[config.mk]
export PLATFORM = sky130hd
export DESIGN_NAME = number_entry
export DESIGN_NICKNAME = d
export VERILOG_FILES = /design/src/rtl/number_entry_pkg.sv /design/src/rtl/number_entry.sv
export SDC_FILE = /design/constraint.sdc
export NUM_CORES = 1
export LEC_CHECK = 0
export ABC_AREA = 1
export CORE_UTILIZATION = 41
export CTS_CLUSTER_SIZE = 25
export DETAILED_ROUTE_END_ITERATION = 7
export GPL_TIMING_DRIVEN = 0
export SLEW_MARGIN = 10
export SYNTH_ARGS = -nofsm -noshare
export SYNTH_HDL_FRONTEND = slang
export SYNTH_SLANG_ARGS = --single-unit
[constraint.sdc]
create_clock -name clk -period 3.4 [get_ports clk]
set_input_delay 0.34 -clock clk [delete_from_list [all_inputs] [get_ports clk]]
set_output_delay 0.34 -clock clk [all_outputs]
set_load 0.005 [all_outputs]
[src/rtl/number_entry_pkg.sv]
// ---------------------------------------------------------------------------
// number_entry_pkg
//
// Shared Bingo constants for the number-entry block: FSM state encodings,
// the blank-digit code used by the displays and the rejection reason codes.
// Also holds the helper that turns the held digits into a binary candidate.
// ---------------------------------------------------------------------------
package number_entry_pkg;

  // FSM state encodings
  localparam logic [1:0] ST_IDLE  = 2'd0;
  localparam logic [1:0] ST_ONE   = 2'd1;
  localparam logic [1:0] ST_TWO   = 2'd2;
  localparam logic [1:0] ST_CHECK = 2'd3;

  // Digit code meaning "no digit" / blank display
  localparam logic [3:0] BLANK = 4'b1111;

  // Rejection reasons reported on err_code
  localparam logic [1:0] ERR_NONE  = 2'b00;
  localparam logic [1:0] ERR_EMPTY = 2'b01;
  localparam logic [1:0] ERR_RANGE = 2'b10;
  localparam logic [1:0] ERR_USED  = 2'b11;

  // A keypress is usable only when it is a decimal digit.
  function automatic logic is_decimal(input logic [3:0] d);
    return (d <= 4'd9);
  endfunction

  // Binary value of the held entry. A blank tens digit means only one digit
  // is held. Two decimal digits top out at 99, so 7 bits never overflow.
  function automatic logic [6:0] entry_value(input logic [3:0] tens,
                                             input logic [3:0] ones);
    logic [6:0] value;
    if (tens == BLANK) begin
      value = {3'b000, ones};
    end else begin
      value = ({3'b000, tens} * 7'd10) + {3'b000, ones};
    end
    return value;
  endfunction

endpackage

[src/rtl/number_entry.sv]
// ---------------------------------------------------------------------------
// number_entry
//
// Collects up to two decimal digits from the keyboard stage, and on a confirm
// evaluates them as a Bingo number. A valid, not-yet-called number is
// committed to num_out and recorded in used_mask; anything else is rejected
// with a reason code.
//
// Ports
//   clk          system clock, rising edge
//   rst          asynchronous, active-low reset
//   digit_in     decimal digit 0..9 (4'b1111 = no digit)
//   digit_valid  one-cycle keypress strobe qualifying digit_in
//   enter_pulse  one-cycle confirm
//   clear_pulse  one-cycle discard of the pending digits
//   new_game     clears pending digits and the used-number record
//   num_out      last committed number (binary)
//   num_valid    one-cycle pulse when num_out is updated
//   err_pulse    one-cycle pulse on a rejected confirm
//   err_code     reason of the last rejection (01 empty, 10 range, 11 used)
//   disp_tens    pending tens digit for the display (4'b1111 = blank)
//   disp_ones    pending ones digit for the display (4'b1111 = blank)
//   used_mask    bit k-1 set once number k has been called
// ---------------------------------------------------------------------------
module number_entry
  import number_entry_pkg::*;
#(
  parameter int MAX_NUM = 25
) (
  input  logic               clk,
  input  logic               rst,
  input  logic [3:0]         digit_in,
  input  logic               digit_valid,
  input  logic               enter_pulse,
  input  logic               clear_pulse,
  input  logic               new_game,
  output logic [6:0]         num_out,
  output logic               num_valid,
  output logic               err_pulse,
  output logic [1:0]         err_code,
  output logic [3:0]         disp_tens,
  output logic [3:0]         disp_ones,
  output logic [MAX_NUM-1:0] used_mask
);

  logic [1:0]         state, state_nxt;
  logic [3:0]         d_tens, d_tens_nxt;
  logic [3:0]         d_ones, d_ones_nxt;
  logic [6:0]         num_out_nxt;
  logic               num_valid_nxt;
  logic               err_pulse_nxt;
  logic [1:0]         err_code_nxt;
  logic [MAX_NUM-1:0] used_mask_nxt;

  logic [6:0]         candidate;
  logic [MAX_NUM-1:0] cand_onehot;
  logic               cand_in_range;
  logic               cand_used;

  // Evaluate the held digits as a number. The one-hot decode is built by
  // comparison rather than by indexing used_mask with the 7-bit value, so a
  // value outside 1..MAX_NUM simply decodes to all zeros and can never
  // address a bit that does not exist.
  always_comb begin
    candidate     = entry_value(d_tens, d_ones);
    cand_in_range = (candidate != 7'd0) && (candidate <= 7'(MAX_NUM));
    cand_onehot   = '0;
    for (int k = 0; k < MAX_NUM; k++) begin
      cand_onehot[k] = (candidate == 7'(k + 1));
    end
    cand_used = |(used_mask & cand_onehot);
  end

  // Next-state logic. The if/else chain encodes the event priority:
  // new_game first, then the CHECK evaluation (which ignores keys, clear and
  // enter), then clear, then enter, then a digit. Anything lower in the chain
  // is dropped when a higher event fires in the same cycle.
  always_comb begin
    state_nxt     = state;
    d_tens_nxt    = d_tens;
    d_ones_nxt    = d_ones;
    num_out_nxt   = num_out;
    num_valid_nxt = 1'b0;
    err_pulse_nxt = 1'b0;
    err_code_nxt  = err_code;
    used_mask_nxt = used_mask;

    if (new_game) begin
      // Fresh game: forget pending digits and every called number, but keep
      // the last number on num_out and emit no pulses.
      state_nxt     = ST_IDLE;
      d_tens_nxt    = BLANK;
      d_ones_nxt    = BLANK;
      used_mask_nxt = '0;
    end else if (state == ST_CHECK) begin
      // One-cycle evaluation of the digits captured when enter was seen.
      // Either way the entry is consumed and the displays go blank.
      state_nxt  = ST_IDLE;
      d_tens_nxt = BLANK;
      d_ones_nxt = BLANK;
      if (!cand_in_range) begin
        err_pulse_nxt = 1'b1;
        err_code_nxt  = ERR_RANGE;
      end else if (cand_used) begin
        err_pulse_nxt = 1'b1;
        err_code_nxt  = ERR_USED;
      end else begin
        num_out_nxt   = candidate;
        num_valid_nxt = 1'b1;
        used_mask_nxt = used_mask | cand_onehot;
      end
    end else if (clear_pulse) begin
      state_nxt  = ST_IDLE;
      d_tens_nxt = BLANK;
      d_ones_nxt = BLANK;
    end else if (enter_pulse) begin
      // Confirm with nothing typed is rejected straight away; otherwise the
      // digits are frozen for the evaluation cycle.
      if (state == ST_IDLE) begin
        err_pulse_nxt = 1'b1;
        err_code_nxt  = ERR_EMPTY;
      end else begin
        state_nxt = ST_CHECK;
      end
    end else if (digit_valid && is_decimal(digit_in)) begin
      // Digits shift in from the right; with two already held the oldest
      // one falls off so the operator can just keep typing to correct.
      case (state)
        ST_IDLE: begin
          state_nxt  = ST_ONE;
          d_tens_nxt = BLANK;
          d_ones_nxt = digit_in;
        end
        ST_ONE, ST_TWO: begin
          state_nxt  = ST_TWO;
          d_tens_nxt = d_ones;
          d_ones_nxt = digit_in;
        end
        default: begin
          state_nxt = state;
        end
      endcase
    end
  end

  // State and output registers. Reset discards any pending or in-flight
  // entry, so nothing can be committed out of a CHECK cycle cut short.
  always_ff @(posedge clk or negedge rst) begin
    if (!rst) begin
      state     <= ST_IDLE;
      d_tens    <= BLANK;
      d_ones    <= BLANK;
      num_out   <= 7'd0;
      num_valid <= 1'b0;
      err_pulse <= 1'b0;
      err_code  <= ERR_NONE;
      used_mask <= '0;
    end else begin
      state     <= state_nxt;
      d_tens    <= d_tens_nxt;
      d_ones    <= d_ones_nxt;
      num_out   <= num_out_nxt;
      num_valid <= num_valid_nxt;
      err_pulse <= err_pulse_nxt;
      err_code  <= err_code_nxt;
      used_mask <= used_mask_nxt;
    end
  end

  // Display copies of the held digits, one register stage behind them so
  // the display path is isolated from the FSM logic.
  always_ff @(posedge clk or negedge rst) begin
    if (!rst) begin
      disp_tens <= BLANK;
      disp_ones <= BLANK;
    end else begin
      disp_tens <= d_tens;
      disp_ones <= d_ones;
    end
  end

endmodule

; ---- Yosys cells after proc, flatten, opt, wreduce, memory -nomap -nowiden
; Cells that the tools add are included.
[op_classes]
shifts = 0
muxes = 41
div_mod_pow = 0
mul = 1
n_lt_le_gt_ge = 2
n_reduce_logical = 22
eq_ne = 34
n_addsub = 1
n_bitwise = 4
[op_table]
columns = operator, n
row1 = $mux W25, 4
row2 = $eq A7 B5 Y1 const B, 10
row3 = $eq A7 B4 Y1 const B, 8
row4 = $mux W4, 11
row5 = $eq A7 B3 Y1 const B, 4
row6 = $and A25 B25 Y25, 1
row7 = $or A25 B25 Y25, 1
row8 = $reduce_or A25 Y1, 1
row9 = $mux W2, 12
row10 = $eq A7 B2 Y1 const B, 2
row11 = $reduce_and A3 Y1, 4
row12 = $mux W1, 11
row13 = $reduce_bool A5 Y1, 2
row14 = $pmux W4 S2, 1
row15 = $reduce_bool A2 Y1, 4
row16 = $reduce_bool A4 Y1, 2
row17 = $add A7 B4 Y7, 1
row18 = $eq A7 B1 Y1 const B, 1
row19 = $le A7 B5 Y1 const B, 1
row20 = $mux W7, 1
row21 = $reduce_bool A7 Y1, 1
row22 = $mul A4 B3 Y6 const B, 1
row23 = $reduce_bool A6 Y1, 1
row24 = $ne A5 B5 Y1 const B, 1
row25 = 16 further kinds, 19
[totals]
latchBits = 0
out_inout_bits = 44
ramBits = 0
mem_count = 0
word_cells = 115
rom_bits = 0
register_bits = 54

; ---- Longest topological paths before layout
; Gate-level depths: netlist of run 1.
[logic_depth]
depth_word = 10
mapped_depth = 20

; ---- Worst setup path before layout of run 1
; No wires, ideal clock.
[synth_path]
kind = register to register
start = register d_tens[3]
end = register num_out[1]
setup_slack_ns = 0.479
path_stages_with_launch = 19
setup_ns = 0.117
path_buffers = 2
arrival_time_ns = 2.804
synth_period_minus_slack_ns = 2.921
cell_sequence = dfstp_2 ha_1 ha_1 inv_1 fa_1 nor2_1 nand2_1 nand2_1 nand3_2 buf_6 buf_6 nand4_1 nand2_1 nor2_2 nand2_1 nor2_4 nand3_2 nand2_1 nand2_1
[synth_between]
elab_chain_len = 8
[synth_rtl]
columns = item, line_no
row1 = start: declaration, number_entry.sv:47  ; logic [3:0] d_tens, d_tens_nxt;
row2 = start signal: assignment, number_entry.sv:160  ; d_tens <= d_tens_nxt;
row3 = $mul A4 B3 Y6, number_entry_pkg.sv:38  ; value = ({3'b000, tens} * 7'd10) + {3'b000, ones};
row4 = $add A7 B4 Y7, number_entry_pkg.sv:38
row5 = $mux W7 (*), number_entry_pkg.sv:35  ; if (tens == BLANK) begin
row6 = "$eq A7 B1 Y1, or another cell as far along", number_entry.sv:69  ; cand_onehot[k] = (candidate == 7'(k + 1));
row7 = $and A25 B25 Y25, number_entry.sv:71  ; cand_used = |(used_mask & cand_onehot);
row8 = $reduce_or A25 Y1, number_entry.sv:71
row9 = $not A1 Y1 (no source line), -
row10 = $reduce_and A4 Y1 (no source line), -
row11 = end signal: assignment, number_entry.sv:162  ; num_out <= num_out_nxt;
row12 = end: declaration, number_entry.sv:37  ; output logic [6:0] num_out,
; Every way passes the cells marked *; elsewhere a longest branch is shown, timed or not.
; A chain may end at the register's enable or synchronous reset.

; ---- Final worst setup path of run 1
[layout_path]
start = register d_tens[3]
end = register used_mask[17]
[layout_between]
elab_chain_len = 9
[layout_rtl]
columns = item, line_no
row1 = $mul A4 B3 Y6, number_entry_pkg.sv:38
row2 = $add A7 B4 Y7, number_entry_pkg.sv:38
row3 = $mux W7 (*), number_entry_pkg.sv:35
row4 = branches (longest 6 deep; another with $and A25 B25 Y25), -
row5 = end signal: assignment, number_entry.sv:166  ; used_mask <= used_mask_nxt;
row6 = end: declaration, number_entry.sv:43  ; output logic [MAX_NUM-1:0] used_mask
; Every way passes the cells marked *. The select of a mux whose other input is x is not followed.

==> metrics.json, run 1 <==
{
  "run_status": "finished clean",
  "routed-via-count": 3387,
  "pwr_density_cell_nw_per_um2": 408.0,
  "via_per_inst": 5.507,
  "core_um2": 7888,
  "max_cap_violations": 0,
  "finalWirelength_um": 10310,
  "diodes": 0,
  "layout_common_cells": "nand2_1 (119), nand4_1 (56), clkdlybuf4s50_1 (52)",
  "top_level_ports": 54,
  "critical_path_required_ns": 3.66,
  "post_synth_inst_count": 438,
  "drcViolationCount": 0,
  "wire_length_of_the_first_global_routing_pass_um": 16480,
  "yosys.cell_types.count": 31,
  "cts_max_path_buffers": 2,
  "worst_path_setup_slack_after_routing_ns": 0.1545,
  "die_width_um": 93.26,
  "routabilityCongestion": 0.9146,
  "die-height_um": 93.26,
  "syn-cell-area_um2": 3415,
  "io_buffers": 53,
  "report.final.setup_viol": 0,
  "drt_antenna_net_count": 0,
  "final_worst_clock_skew_ns": 0.004583,
  "crit_path_max_fo": 10,
  "finalHoldViolations": 0,
  "syn-num-nets": 460,
  "ctsHtreeMaxLevel": 2,
  "min-delay-path-class": "in -> async",
  "root_buffer": "clkbuf_8",
  "final.fill_count": 769,
  "synthesized_area_per_cell_um2": 7.796,
  "post-route-min-period_ns": 3.246,
  "synth.yosys.seq_area_share": 0.4016,
  "final_std_cells_w_o_fill": 615,
  "dp_worst_setup_slack_ns": -0.08880,
  "dp.cells": 594,
  "clkTransAtPathRegs_ns": 0.10,
  "antenna_found_initial": 0,
  "first_pass_iters": 5,
  "cts_sinks": 54,
  "internal_power_mw": 1.148,
  "remaining_global_route_overflow": 0,
  "maximum_number_of_pins_on_one_net_before_global_route_repair": 31,
  "slew_viol_final": 0,
  "initial_core_util": 0.4329,
  "yosysWarningCount": 0,
  "yosys_register_bits": 54,
  "area_growth_pct": 27.08,
  "hpwl_um": 7806,
  "floorplan.rows": 32,
  "worst_skew_pair_latency_ns": 0.31,
  "design.die.area_um2": 8697,
  "cp.arrival_ns": 3.50,
  "timing.fmax_ghz": 0.3081,
  "fraction_of_final_layout_cells_with_drive_strength_greater_than_1": 0.2008,
  "power_frac_clock": 0.246,
  "totalNegativeSetupSlack_ns": 0,
  "cts-buffers-inserted": 5,
  "comb_power_share": 0.340,
  "power.switching_mw": 0.6225,
  "rrSetupSlack_ns": 0.15,
  "relSlewSlack": 0.6085,
  "combined_global_route_utilization_of_all_metal_layers": 0.2467,
  "worst_slew_pin_slew_ns": 0.5872,
  "power.leakage_nw": 2.188,
  "timing_worst_setup_path_type": "reg -> reg",
  "pwr-share-seq": 0.414,
  "setup.worst_path.end_class": "flop",
  "clock_tree_from_tritoncts": "yes",
  "avgRoutedWirePerCell_um": 16.77,
  "nets": 534,
  "grt_pass1_vias": 3119,
  "ir_worst_vdd_v": 0.0002117,
  "mostFrequentLayoutCell": "nand2_1",
  "detailedRoute.firstIterationViolations": 302,
  "finalCritPeriodShare": 0.9546,
  "critPathLaunchType": "flop",
  "sw_frac_of_total": 0.3516
}
-- registers in the layout (all words and copies together), names as in the netlist --
register / flops
disp_tens: 4
d_tens: 4
num_out: 7
disp_ones: 4
d_ones: 4
num_valid: 1
err_code: 2
used_mask: 25
state: 2
err_pulse: 1
-- Yosys cell counts, drive strengths merged --
| cell | n | area [um2] |
|---|---|---|
| a21oi | 5 | 25.02 |
| a31o | 19 | 166.4 |
| a31oi | 1 | 6.260 |
| and2 | 1 | 6.260 |
| buf | 17 | 117.6 |
| clkbuf | 6 | 22.52 |
| clkinv | 1 | 3.750 |
| dfrtp | 38 | 950.9 |
| dfstp | 16 | 420.4 |
| fa | 2 | 40.04 |
| ha | 10 | 125.1 |
| inv | 34 | 127.6 |
| nand2 | 127 | 499.2 |
| nand3 | 38 | 220.2 |
| nand4 | 56 | 350.3 |
| nor2 | 42 | 197.7 |
| nor3 | 5 | 25.02 |
| o211ai | 2 | 15.01 |
| o21ai | 16 | 80.07 |
| or2 | 1 | 6.260 |
| xnor2 | 1 | 8.760 |
-- power by group through the flow --
stage | Sequential, mW | Clock [mW] | Combinational [mW]
after detailed placement | 0.744 | 0 | 0.569
final | 0.733 | 0.436 | 0.602
after CTS | 0.733 | 0.446 | 0.572
after global routing | 0.738 | 0.473 | 0.654
after global placement | 0.743 | 0 | 0.558
after floorplan | 0.742 | 0 | 0.349
-- kinds of logic (layout without fill, tap and decap cells) --
family | Yosys count | count (layout) | share of synthesized area
compound gates | 43 | 43 | 0.08574
buf+inv | 58 | 133 | 0.07951
flops | 54 | 54 | 0.4016
simple gates | 270 | 270 | 0.3822
fa+ha+maj | 12 | 12 | 0.04837
xor+xnor | 1 | 1 | 0.002566
-- worst max-delay path: stages (launching register included) --
cell,delay (ns)
dfstp_2,0.58
ha_1,0.24
ha_1,0.19
inv_1,0.07
fa_2,0.47
nor2_2,0.12
nand2_1,0.06
nand2_1,0.07
nand3_2,0.09
buf_6,0.17
buf_6,0.15
nand4_1,0.11
nand2_1,0.07
nor2_2,0.11
nand2_1,0.09
nor2_4,0.14
buf_4,0.15
buf_6,0.12
nand4_1,0.11
nand2_1,0.09
-- final timing paths --
path,start,to,cells past startpoint
max in group asynchronous,rst,d_ones[0],2
max reg2reg,d_tens[3],used_mask[17],19
min reg2reg,d_tens[2],disp_tens[2],0
max,d_tens[3],used_mask[17],19
min in group clk,d_tens[2],disp_tens[2],0
min,rst,num_out[4],1
-- layout make-up --
type	instances	area, um2	share of cell area
Buffer	23	161.4	0.03720
Clock buffer	6	72.57	0.01672
Clock inverter	2	37.54	0.008651
Inverter	35	131.4	0.03028
Multi-Input combinational cell	326	1797	0.4141
Sequential cell	54	1371	0.3160
Tap cell	102	127.6	0.02941
Timing Repair Buffer	67	640.6	0.1476
-- routing by layer --
metal / track usage / routed length [um]
met1: 0.3766 / 5023
met2: 0.3689 / 4505
met3: 0.03008 / 678
met4: 0.05769 / 106
met5: 0 / 0
-- repair_timing --
action | 4_1_cts | 5_1_grt
gates cloned | 0 | 1
endpoints found under the setup margin | 34 | 35
setup buffers | 0 | 12
gates resized for setup | 1 | 17
pin swaps | 0 | 4
hold buffers | 0 | 0
-- stage by stage --
stage | util | instance area (um2) | hold slack [ns] | power, mW
floorplan | - | 3415 | 0.04441 | 1.090
global placement | 0.5163 | 4073 | 0.3813 | 1.301
detailed placement | 0.5182 | 4088 | 0.3811 | 1.313
CTS | 0.5324 | 4199 | 0.04213 | 1.751
global route | 0.5501 | 4339 | 0.06161 | 1.865
finish | 0.5501 | 4339 | 0.01611 | 1.770
Power figures use the tool's default switching activity.
==> inputs of run 2 (changes only) <==
--- a/config.mk
+++ b/config.mk
@@ -7,9 +7,11 @@
 export LEC_CHECK = 0
 export ABC_AREA = 1
 export CORE_UTILIZATION = 41
-export CTS_CLUSTER_SIZE = 25
+export CTS_CLUSTER_SIZE = 40
 export DETAILED_ROUTE_END_ITERATION = 7
 export GPL_TIMING_DRIVEN = 0
+export HOLD_SLACK_MARGIN = 0.12
+export SETUP_SLACK_MARGIN = 0.3
 export SLEW_MARGIN = 10
 export SYNTH_ARGS = -nofsm -noshare
 export SYNTH_HDL_FRONTEND = slang
==> metrics.json, run 2 (synthesis gave the netlist of run 1 again) <==
{
  "run_status": "finished clean",
  "root_buffer": "clkbuf_8",
  "max_cap_violations": {"value": 0, "change": "unchanged"},
  "finalHoldViolations": {"value": 0, "change": "unchanged"},
  "cp.arrival": {"value": 3.39, "unit": "ns", "change": "-0.11 ns"},
  "min-delay-path-class": "reg -> reg",
  "timing_worst_setup_path_type": "reg -> reg",
  "ctsHtreeMaxLevel": {"value": 2, "change": "unchanged"},
  "rrSetupSlack": {"value": 0.22, "unit": "ns", "change": "+0.06 ns"},
  "drcViolationCount": {"value": 0, "change": "unchanged"},
  "nets": {"value": 538, "change": "+0.75%"},
  "worst_skew_pair_latency": {"value": 0.31, "unit": "ns", "change": "about the same"},
  "final.fill_count": {"value": 758, "change": "-1.4%"},
  "final_std_cells_w_o_fill": {"value": 619, "change": "+0.65%"},
  "area_taken_by_multi_input_logic_gates": {"value": 1919, "unit": "um2", "change": "+6.8%"},
  "relSlewSlack": {"value": 0.5778, "change": "-0.03074"},
  "diodes": {"value": 0, "change": "unchanged"},
  "cells_on_worst_reg2reg_path": {"value": 19, "change": "unchanged"},
  "rr_startpoint": "d_tens[1]",
  "combined_global_route_utilization_of_all_metal_layers": {"value": 0.2622, "change": "+0.01549"},
  "largest_register_ffs": {"value": 25, "change": "unchanged"},
  "critical_path_required": {"value": 3.61, "unit": "ns", "change": "-0.05 ns"},
  "detailedRoute.firstIterationViolations": {"value": 249, "change": "-18%"},
  "core": {"value": 7888, "unit": "um2", "change": "unchanged"},
  "cp-startpoint": "d_tens[1]",
  "r2r-end": "num_out[4]",
  "drt_antenna_net_count": {"value": 0, "change": "unchanged"},
  "largest_register": "used_mask",
  "worst_hold_launch": "d_ones[1]",
  "via_per_inst": {"value": 5.564, "change": "+1.0%"},
  "antenna_found_initial": {"value": 0, "change": "unchanged"},
  "dp.cells": {"value": 594, "change": "unchanged"},
  "area_growth_pct": 33.68,
  "timing.fmax": {"value": 0.3141, "unit": "GHz", "change": "+1.9%"},
  "pwr_density_cell": {"value": 404.5, "unit": "nW/um2", "change": "-0.87%"},
  "hpwl": {"value": 7806, "unit": "um", "change": "unchanged"},
  "floorplan.rows": {"value": 32, "change": "unchanged"},
  "grt_pass1_vias": {"value": 3277, "change": "+5.1%"},
  "final_worst_clock_skew": {"value": 0.008349, "unit": "ns", "change": "+0.003767 ns"},
  "hold_path_end": "disp_ones[1]",
  "post-route-min-period": {"value": 3.184, "unit": "ns", "change": "-0.06169 ns"},
  "cts_sinks": {"value": 54, "change": "unchanged"},
  "layout_common_cells": "nand2_1 (110), nand4_1 (56), clkdlybuf4s50_1 (52)",
  "routed-via-count": {"value": 3444, "change": "+1.7%"},
  "initial_core_util": {"value": 0.4329, "change": "unchanged"},
  "io_buffers": {"value": 53, "change": "unchanged"},
  "power.leakage": {"value": 2.251, "unit": "nW", "change": "+2.9%"},
  "report.final.setup_viol": {"value": 0, "change": "unchanged"},
  "min_path_cells": 0,
  "top_level_ports": {"value": 54, "change": "unchanged"},
  "finalCritPeriodShare": {"value": 0.9364, "change": "-0.01814"},
  "setup.worst_path.end_class": "flop",
  "rsz0062_at_grt": "true",
  "seqCellArea": {"value": 1371, "unit": "um2", "change": "unchanged"},
  "slew_viol_final": {"value": 0, "change": "unchanged"},
  "routabilityCongestion": {"value": 0.9146, "change": "unchanged"},
  "wire_length_of_the_first_global_routing_pass": {"value": 17420, "unit": "um", "change": "+5.7%"},
  "die-height": {"value": 93.26, "unit": "um", "change": "unchanged"},
  "cts-buffers-inserted": {"value": 5, "change": "unchanged"},
  "die_width": {"value": 93.26, "unit": "um", "change": "unchanged"},
  "critPathLaunchType": "flop",
  "maximum_number_of_pins_on_one_net_before_global_route_repair": {"value": 31, "change": "unchanged"},
  "dp_worst_setup_slack": {"value": -0.08880, "unit": "ns", "change": "unchanged"},
  "remaining_global_route_overflow": {"value": 0, "change": "unchanged"},
  "design.die.area": {"value": 8697, "unit": "um2", "change": "unchanged"},
  "worst_path_setup_slack_after_routing": {"value": 0.2162, "unit": "ns", "change": "+0.06169 ns"},
  "ir_worst_vdd": {"value": 0.0002130, "unit": "V", "change": "+0.63%"},
  "fraction_of_final_layout_cells_with_drive_strength_greater_than_1": {"value": 0.2592, "change": "+0.05841"},
  "first_pass_iters": {"value": 4, "change": "-1"},
  "avgRoutedWirePerCell": {"value": 17.45, "unit": "um", "change": "+4.1%"},
  "clkTransAtPathRegs": {"value": 0.10, "unit": "ns", "change": "about the same"},
  "finalWirelength": {"value": 10800, "unit": "um", "change": "+4.7%"},
  "worst_slew_pin_slew": {"value": 0.6333, "unit": "ns", "change": "+0.04611 ns"},
  "crit_path_max_fo": {"value": 8, "change": "-2"},
  "clock_tree_from_tritoncts": "yes",
  "cts_max_path_buffers": {"value": 2, "change": "unchanged"},
  "registers_with_the_most_flip_flops": "used_mask x25, num_out x7",
  "mostFrequentLayoutCell": "nand2_1"
}
run 2: cell types whose count changed in the layout (fill, tap and decap cells not counted), sizes merged:
| cell | before | now |
|---|---|---|
| buf | 30 | 34 |
| clkbuf | 14 | 13 |
| dlygate4sd3 | 0 | 1 |
run 2: where the power goes:
part	internal [mW]	leakage, nW	total (mW)	switching [mW]
sequential	0.700	0.691	0.737	0.0369
combinational	0.273	1.51	0.671	0.398
clock	0.220	0.0514	0.439	0.219
total	1.19	2.25	1.85	0.653
run 2: final cells by class:
type | instances | area share
sequential | 54 | 0.3004
clock buffer | 6 | 0.01590
clock inverter | 2 | 0.008224
buffer | 23 | 0.04030
inverter | 35 | 0.02878
multi-input combinational | 326 | 0.4205
tap | 102 | 0.02796
timing repair buffer | 71 | 0.1579
run 2: metal layers:
metal,vias up,wire length (um),GRT usage
met2,129,4759,0.3946
met1,1647,5299,0.3915
met4,0,119,0.06026
li1,1655,-,-
met3,13,623,0.04309
met5,-,0,0
run 2: critical path: stages (launching register included):
cell     delay [ns]
dfstp_2        0.57
ha_4           0.21
ha_4           0.15
inv_2          0.04
fa_2           0.46
nor2_2         0.12
nand2_1        0.07
nand2_2        0.08
nand3_4        0.10
buf_6          0.16
buf_8          0.13
nand4_1        0.08
nand2_1        0.09
nor2_1         0.12
nand2_1        0.10
nor2_4         0.18
buf_6          0.13
nand3_4        0.14
nand2_2        0.10
nand2_1        0.05
run 2: worst max path at each step:
stage,to,slack (ns),cells after the start
6_report,num_out[4],0.22,19
5_1_grt,err_code[1],0.07,19
4_1_cts,err_code[1],0.25,19
3_5_place_dp,err_code[1],-0.09,17
3_3_place_gp,err_code[1],-0.09,17
2_1_floorplan,num_out[1],0.48,18
run 2: metrics by stage:
stage	hold slack, ns	setup TNS [ns]	cell area, um2	util	power [mW]
after floorplan	0.04441	0	3415	-	1.090
after global placement	0.3813	-0.9479	4073	0.5163	1.301
after detailed placement	0.3811	-1.384	4088	0.5182	1.313
after CTS	0.3969	0	4479	0.5679	1.819
after global routing	0.4173	0	4564	0.5787	1.940
final	0.4099	0	4564	0.5787	1.846
run 2: what timing repair did:
| item | in CTS | in global routing |
|---|---|---|
| gates cloned | 5 | 0 |
| pin swaps | 15 | 15 |
| endpoints found under the setup margin | 36 | 36 |
| resized for setup | 35 | 25 |
| hold buffers | 1 | 0 |
| setup buffers | 10 | 1 |
| hold endpoints to repair | 24 | 0 |
